**src/rtl/mips_pkg.sv**
```systemverilog
// Shared opcode/funct constants, FSM state enum and datapath select encodings
// for the multicycle MIPS control unit.
package mips_pkg;

   localparam logic [5:0] OP_RTYPE = 6'b000000;
   localparam logic [5:0] OP_J     = 6'b000010;
   localparam logic [5:0] OP_JAL   = 6'b000011;
   localparam logic [5:0] OP_BEQ   = 6'b000100;
   localparam logic [5:0] OP_BNE   = 6'b000101;
   localparam logic [5:0] OP_ADDI  = 6'b001000;
   localparam logic [5:0] OP_SLTI  = 6'b001010;
   localparam logic [5:0] OP_LUI   = 6'b001111;
   localparam logic [5:0] OP_LW    = 6'b100011;
   localparam logic [5:0] OP_SW    = 6'b101011;

   localparam logic [5:0] FN_SLL   = 6'b000000;
   localparam logic [5:0] FN_SRL   = 6'b000010;

   typedef enum logic [3:0] {
      S_FETCH  = 4'd0,
      S_DECODE = 4'd1,
      S_MEMADR = 4'd2,
      S_MEMRD  = 4'd3,
      S_MEMWB  = 4'd4,
      S_MEMWR  = 4'd5,
      S_EXEC   = 4'd6,
      S_ALUWB  = 4'd7,
      S_BRANCH = 4'd8,
      S_IMMEX  = 4'd9,
      S_IMMWB  = 4'd10,
      S_JUMP   = 4'd11,
      S_JAL    = 4'd12
   } state_e;

   typedef enum logic [1:0] {PC_ALU = 2'b00, PC_ALUOUT = 2'b01, PC_JUMP = 2'b10} pc_src_e;
   typedef enum logic [1:0] {A_PC = 2'b00, A_REGA = 2'b01, A_ZERO = 2'b10} alu_a_e;
   typedef enum logic [2:0] {
      B_REGB = 3'b000, B_FOUR = 3'b001, B_SEXT = 3'b010, B_SEXT_SH2 = 3'b011, B_LUI = 3'b100
   } alu_b_e;
   typedef enum logic [1:0] {ALU_ADD = 2'b00, ALU_SUB = 2'b01, ALU_FUNCT = 2'b10, ALU_SLT = 2'b11} alu_op_e;
   typedef enum logic [1:0] {RD_RT = 2'b00, RD_RD = 2'b01, RD_RA = 2'b10} reg_dst_e;
   typedef enum logic [1:0] {M2R_ALUOUT = 2'b00, M2R_MDR = 2'b01, M2R_PC = 2'b10} mem_to_reg_e;

   typedef struct packed {
      logic        mem_req;
      logic        iord;
      logic        mem_write;
      logic        ir_write;
      logic        pc_write;
      logic        branch;
      logic        branch_ne;
      pc_src_e     pc_src;
      alu_a_e      alu_src_a;
      alu_b_e      alu_src_b;
      alu_op_e     alu_op;
      logic        apply_shift;
      logic        reg_write;
      reg_dst_e    reg_dst;
      mem_to_reg_e mem_to_reg;
      logic        illegal_op;
   } ctrl_t;

   // The extended ops decode only when the build enables them.
   function automatic logic op_legal(input logic [5:0] op, input logic ext_en);
      case (op)
         OP_RTYPE, OP_LW, OP_SW, OP_BEQ, OP_ADDI, OP_J: return 1'b1;
         OP_BNE, OP_JAL, OP_LUI, OP_SLTI:               return ext_en;
         default:                                       return 1'b0;
      endcase
   endfunction

endpackage

```
**src/rtl/mcp_out_dec.sv**
```systemverilog
// Moore output decode: maps the current state (plus IR fields and memory
// ready for the few qualified strobes) onto the datapath control word.
module mcp_out_dec
   import mips_pkg::*;
#(
   parameter bit EXT_OPS_EN = 1'b1
) (
   input  state_e     state,
   input  logic [5:0] op,
   input  logic [5:0] funct,
   input  logic       mem_ready,
   output ctrl_t      ctrl
);

   always_comb begin
      // NOTE: a full default ahead of the case keeps this purely combinational for every state/op.
      ctrl = '0;
      case (state)
         S_FETCH: begin
            ctrl.mem_req   = 1'b1;
            ctrl.alu_src_b = B_FOUR;
            ctrl.ir_write  = mem_ready;
            ctrl.pc_write  = mem_ready;
         end
         S_DECODE: begin
            ctrl.alu_src_b  = B_SEXT_SH2;
            ctrl.illegal_op = ~op_legal(op, EXT_OPS_EN);
         end
         S_MEMADR: begin
            ctrl.alu_src_a = A_REGA;
            ctrl.alu_src_b = B_SEXT;
         end
         S_MEMRD: begin
            ctrl.mem_req = 1'b1;
            ctrl.iord    = 1'b1;
         end
         S_MEMWB: begin
            ctrl.reg_write  = 1'b1;
            ctrl.mem_to_reg = M2R_MDR;
         end
         S_MEMWR: begin
            ctrl.mem_req   = 1'b1;
            ctrl.iord      = 1'b1;
            ctrl.mem_write = mem_ready;
         end
         S_EXEC: begin
            ctrl.alu_src_a   = A_REGA;
            ctrl.alu_op      = ALU_FUNCT;
            ctrl.apply_shift = (funct == FN_SLL) || (funct == FN_SRL);
         end
         S_ALUWB: begin
            ctrl.reg_write = 1'b1;
            ctrl.reg_dst   = RD_RD;
         end
         S_BRANCH: begin
            ctrl.alu_src_a = A_REGA;
            ctrl.alu_op    = ALU_SUB;
            ctrl.pc_src    = PC_ALUOUT;
            ctrl.branch    = (op == OP_BEQ);
            ctrl.branch_ne = (op == OP_BNE);
         end
         S_IMMEX: begin
            case (op)
               OP_SLTI: begin
                  ctrl.alu_src_a = A_REGA;
                  ctrl.alu_src_b = B_SEXT;
                  ctrl.alu_op    = ALU_SLT;
               end
               OP_LUI: begin
                  ctrl.alu_src_a = A_ZERO;
                  ctrl.alu_src_b = B_LUI;
               end
               default: begin
                  ctrl.alu_src_a = A_REGA;
                  ctrl.alu_src_b = B_SEXT;
               end
            endcase
         end
         S_IMMWB: ctrl.reg_write = 1'b1;
         S_JUMP: begin
            ctrl.pc_write = 1'b1;
            ctrl.pc_src   = PC_JUMP;
         end
         S_JAL: begin
            ctrl.pc_write   = 1'b1;
            ctrl.pc_src     = PC_JUMP;
            ctrl.reg_write  = 1'b1;
            ctrl.reg_dst    = RD_RA;
            ctrl.mem_to_reg = M2R_PC;
         end
         default: ctrl = '0;
      endcase
   end

endmodule

```
**src/rtl/multicycle_ctrl.sv**
```systemverilog
// Multicycle MIPS control FSM: state register and next-state logic; outputs
// come from mcp_out_dec with write strobes forced low while in reset.
module multicycle_ctrl
   import mips_pkg::*;
#(
   parameter bit EXT_OPS_EN  = 1'b1,
   parameter bit MEM_WAIT_EN = 1'b1
) (
   input  logic       clk_i,
   input  logic       rst_ni,
   input  logic [5:0] op_i6,
   input  logic [5:0] funct_i6,
   input  logic       zero_i,
   input  logic       mem_ready_i,
   output logic       mem_req_o,
   output logic       iord_o,
   output logic       mem_write_o,
   output logic       ir_write_o,
   output logic       pc_write_o,
   output logic       branch_o,
   output logic       branch_ne_o,
   output logic [1:0] pc_src_o2,
   output logic [1:0] alu_src_a_o2,
   output logic [2:0] alu_src_b_o3,
   output logic [1:0] alu_op_o2,
   output logic       apply_shift_o,
   output logic       reg_write_o,
   output logic [1:0] reg_dst_o2,
   output logic [1:0] mem_to_reg_o2,
   output logic       illegal_op_o,
   output logic [3:0] state_o4
);

   state_e state, state_nxt;
   ctrl_t  ctrl;
   logic   ready;
   logic   unused_zero;

   // Branch resolution happens in the datapath from branch/branch_ne and the zero flag.
   assign unused_zero = zero_i;
   assign ready       = MEM_WAIT_EN ? mem_ready_i : 1'b1;

   always_ff @(posedge clk_i or negedge rst_ni) begin
      // NOTE: non-blocking so every reader of state sees the pre-edge value.
      if (!rst_ni) state <= S_FETCH;
      else         state <= state_nxt;
   end

   always_comb begin
      state_nxt = state;
      case (state)
         S_FETCH:  if (ready) state_nxt = S_DECODE;
         S_DECODE: begin
            state_nxt = S_FETCH;
            if (op_legal(op_i6, EXT_OPS_EN)) begin
               case (op_i6)
                  OP_RTYPE:                 state_nxt = S_EXEC;
                  OP_LW, OP_SW:             state_nxt = S_MEMADR;
                  OP_BEQ, OP_BNE:           state_nxt = S_BRANCH;
                  OP_ADDI, OP_SLTI, OP_LUI: state_nxt = S_IMMEX;
                  OP_J:                     state_nxt = S_JUMP;
                  OP_JAL:                   state_nxt = S_JAL;
                  default:                  state_nxt = S_FETCH;
               endcase
            end
         end
         S_MEMADR: state_nxt = (op_i6 == OP_LW) ? S_MEMRD : S_MEMWR;
         S_MEMRD:  if (ready) state_nxt = S_MEMWB;
         S_MEMWR:  if (ready) state_nxt = S_FETCH;
         S_EXEC:   state_nxt = S_ALUWB;
         S_IMMEX:  state_nxt = S_IMMWB;
         default:  state_nxt = S_FETCH;
      endcase
   end

   mcp_out_dec #(.EXT_OPS_EN(EXT_OPS_EN)) u_out_dec (
      .state     (state),
      .op        (op_i6),
      .funct     (funct_i6),
      .mem_ready (ready),
      .ctrl      (ctrl)
   );

   // FETCH is combinationally ready-qualified, so strobes need explicit reset gating.
   assign ir_write_o    = ctrl.ir_write   & rst_ni;
   assign pc_write_o    = ctrl.pc_write   & rst_ni;
   assign mem_write_o   = ctrl.mem_write  & rst_ni;
   assign reg_write_o   = ctrl.reg_write  & rst_ni;
   assign illegal_op_o  = ctrl.illegal_op & rst_ni;
   assign mem_req_o     = ctrl.mem_req;
   assign iord_o        = ctrl.iord;
   assign branch_o      = ctrl.branch;
   assign branch_ne_o   = ctrl.branch_ne;
   assign pc_src_o2     = ctrl.pc_src;
   assign alu_src_a_o2  = ctrl.alu_src_a;
   assign alu_src_b_o3  = ctrl.alu_src_b;
   assign alu_op_o2     = ctrl.alu_op;
   assign apply_shift_o = ctrl.apply_shift;
   assign reg_dst_o2    = ctrl.reg_dst;
   assign mem_to_reg_o2 = ctrl.mem_to_reg;
   assign state_o4      = state;

endmodule

```
**config.mk**
```make
export PLATFORM = sky130hd
export DESIGN_NAME = multicycle_ctrl
export DESIGN_NICKNAME = d
export VERILOG_FILES = /design/src/rtl/mips_pkg.sv /design/src/rtl/mcp_out_dec.sv /design/src/rtl/multicycle_ctrl.sv
export SDC_FILE = /design/constraint.sdc
export NUM_CORES = 1
export LEC_CHECK = 0
export ABC_AREA = 1
export CAP_MARGIN = 10
export CORE_UTILIZATION = 35
export DETAILED_ROUTE_END_ITERATION = 10
export GPL_ROUTABILITY_DRIVEN = 0
export PLACE_DENSITY = 0.89
export SLEW_MARGIN = 0
export SYNTH_ARGS = -nofsm -noshare
export SYNTH_HDL_FRONTEND = slang
export SYNTH_SLANG_ARGS = --single-unit
```
**constraint.sdc**
```tcl
create_clock -name clk_i -period 1.65 [get_ports clk_i]
set_input_delay 0.33 -clock clk_i [delete_from_list [all_inputs] [get_ports clk_i]]
set_output_delay 0.33 -clock clk_i [all_outputs]
set_load 0.01 [all_outputs]
```
==> results.sh <==
export IMPL_globalRouteOverflowTotal=0
export IMPL_placed_area_um2=1310
export IMPL_slew_limit_headroom_pct=79.3
export IMPL_clk_pin_slew_worst_paths_ns=0.04
export IMPL_syn_nets=132
export IMPL_syn_area_um2=644
export IMPL_dp_hpwl_um=2010
export IMPL_power_density_nw_per_um2=1390
export IMPL_drt_initial_drc_count=100
export IMPL_clkSinkCount=4
export IMPL_ios=43
export IMPL_hold_viol=0
export IMPL_grt_start_max_net_pins=6
export IMPL_start_util_pct=37.3
export IMPL_yosysSeqAreaShare_pct=15.5
export IMPL_worstPathRequired_ns=1.32
export IMPL_area_growth_pct=150
export IMPL_max_cap_viol_count=0
export IMPL_diodes=0
export IMPL_rsz0062_at_grt="yes"
export IMPL_tightestPinTransition_ns=0.309
export IMPL_synth_top_area_share_pct=15.5
export IMPL_syn_inst=116
export IMPL_ir_worst_vdd_mv=1.31
export IMPL_ys_types=23
export IMPL_coreArea_um2=1730
export IMPL_setup_tns_ns=-3.56
export IMPL_die_area_um2=2020
export IMPL_hold_buffers=0
export IMPL_synthTopCellsByArea="dfrtp_1 16%, nand2_1 13%, nand3_1 12%, inv_1 9.9%, nor2_1 9.9%"
export IMPL_start_kind="flop"
export IMPL_rows=15
export IMPL_yosys_area_top_type="dfrtp_1"
export IMPL_fin_crit_sh_pct=118
export IMPL_synth_most_common_cell="nand2_1"
export IMPL_antenna_left=0
export IMPL_hold_path_class="in -> async"
export IMPL_firstDrtPassIters=4
export IMPL_largest_reg_flops=4
export IMPL_ys_async_sr_fraction_pct=100
export IMPL_die_x_um=44.9
export IMPL_drive_gt1_share_pct=61.9
export IMPL_max_freq_mhz=514
export IMPL_viasPerCell=5.55
export IMPL_synth_common_cells="23 x nand2_1, 17 x inv_1, 17 x nor2_1"
export IMPL_insertion_delay_ns=0.24
export IMPL_layout_nets=228
export IMPL_vias=1304
export IMPL_htree_num_levels=1
export IMPL_cts_buffer_depth=2
export IMPL_synth_edf_count=0
export IMPL_grt_pass1_wl_um=5690
export IMPL_path_max_fanout=4
export IMPL_slew_violations=0
export IMPL_ys_warnings_count=0
export IMPL_avgSynthCellArea_um2=5.55
export IMPL_setup_viol=22
export IMPL_run_status="complete, but fails checks"
export IMPL_fin_skew_ns=0.00322
export IMPL_grt_pass1_vias=1230
export IMPL_cts_buffers=3
export IMPL_finalInstanceArea_um2=1610
export IMPL_path_class="reg -> out"
export IMPL_synth_main_ff_cell="dfrtp_1"
export IMPL_routed_wl_um=4350
export IMPL_end_kind="output port"
export IMPL_post_route_drc_count=0
export IMPL_post_route_min_period_ns=1.94
export IMPL_port_buffers=40
export IMPL_antenna_found_initial=0
export IMPL_final_setup_worst_slack_ns=-0.294
export IMPL_regToRegSetupSlack_ns=0.07
export IMPL_clockRootBuffer="clkbuf_4"
export IMPL_die_y_um=44.9
export IMPL_synth_seq_cells=4
export IMPL_p_leak_nw=0.925
export IMPL_tritoncts="yes"
export IMPL_cp_data_arrival_time_ns=1.61
export IMPL_wire_per_inst_um=18.5
export IMPL_violations="setup timing"
export IMPL_grt_use_total_pct=39.5
[stage by stage]
step	utilization, %	hold slack (ns)	total power, W	std cells	setup WS [ns]
floorplan	-	0.0344	0.000739	116	0.0294
global placement	75.8	0.686	0.00145	212	-0.644
detailed placement	75.8	0.683	0.00150	212	-0.705
CTS	85.7	0.426	0.00190	232	-0.173
global route	93.2	0.456	0.00233	235	-0.336
finish	93.2	0.434	0.00224	235	-0.294
[final timing paths]
kind / start / endpoint / depth (start not counted)
worst max-delay path: state_o4[3] / reg_write_o / 7
worst min-delay path: rst_ni / state_o4[1] / 2
worst max register to register: state_o4[1] / state_o4[0] / 11
worst min register to register: state_o4[2] / state_o4[1] / 4
max in group asynchronous: rst_ni / state_o4[2] / 2
min in group clk_i: op_i6[3] / state_o4[3] / 6
[critical path: stages (launching register included)]
cell and delay (ns):
dfrtp_2 0.47, buf_6 0.15, nor2_4 0.15, inv_2 0.08
nor2_2 0.12, nor2_1 0.05, a21oi_1 0.17, buf_2 0.17
[report_power, final]
| part | internal [W] | switching, W |
|---|---|---|
| Combinational | 0.000929 | 0.000965 |
| Sequential | 0.000142 | 0.0000802 |
| Clock | 0.0000816 | 0.0000438 |
[logic make-up (layout without fill, tap and decap cells)]
kind of cell / after synthesis / in the layout / share of synthesized area (%)
AO/OA/AOI/OAI: 11 / 11 / 8.93
AND/OR/NAND/NOR: 76 / 76 / 60.4
flip-flops: 4 / 4 / 15.5
buffers and inverters: 25 / 119 / 15.1
[timing repair]
item                       CTS  global route
setup buffers               18             7
setup endpoints to repair   27            25
gates resized for setup    148            27
pin swaps                   17            10
[layout by cell type (no fill, tap or decap)]
master	n
nor3_2	3
buf_2	17
nand2_4	4
buf_4	38
nand4_1	2
o31ai_2	1
clkinv_4	1
o21ai_1	2
nor3_4	1
dlygate4sd2_1	11
inv_2	9
nor4_2	1
clkbuf_4	3
nor2_2	5
o21ai_0	2
nand2_1	19
nand3_2	2
nand3_4	1
inv_4	2
clkdlybuf4s50_1	4
inv_1	12
buf_6	20
a21oi_2	2
nor3b_2	1
nand3_1	13
nor2_1	9
a21oi_4	1
nor2_4	10
dlymetal6s2s_1	2
a21oi_1	3
or3_1	1
nand2_2	4
dfrtp_2	4
[layout make-up]
class	count	area, µm²
sequential	4	105
fill	64	118
clock buffer	3	22.5
multi-input combinational	87	593
timing repair buffer	92	757
tap	25	31.3
inverter	24	100
[layer usage]
layer | GRT usage [%] | share of wire, %
met1 | 44.8 | 36
met4 | 21.2 | 5.7
met2 | 69.4 | 46
met3 | 8.00 | 12
met5 | 0 | 0
(Power assumes the default switching activity.)
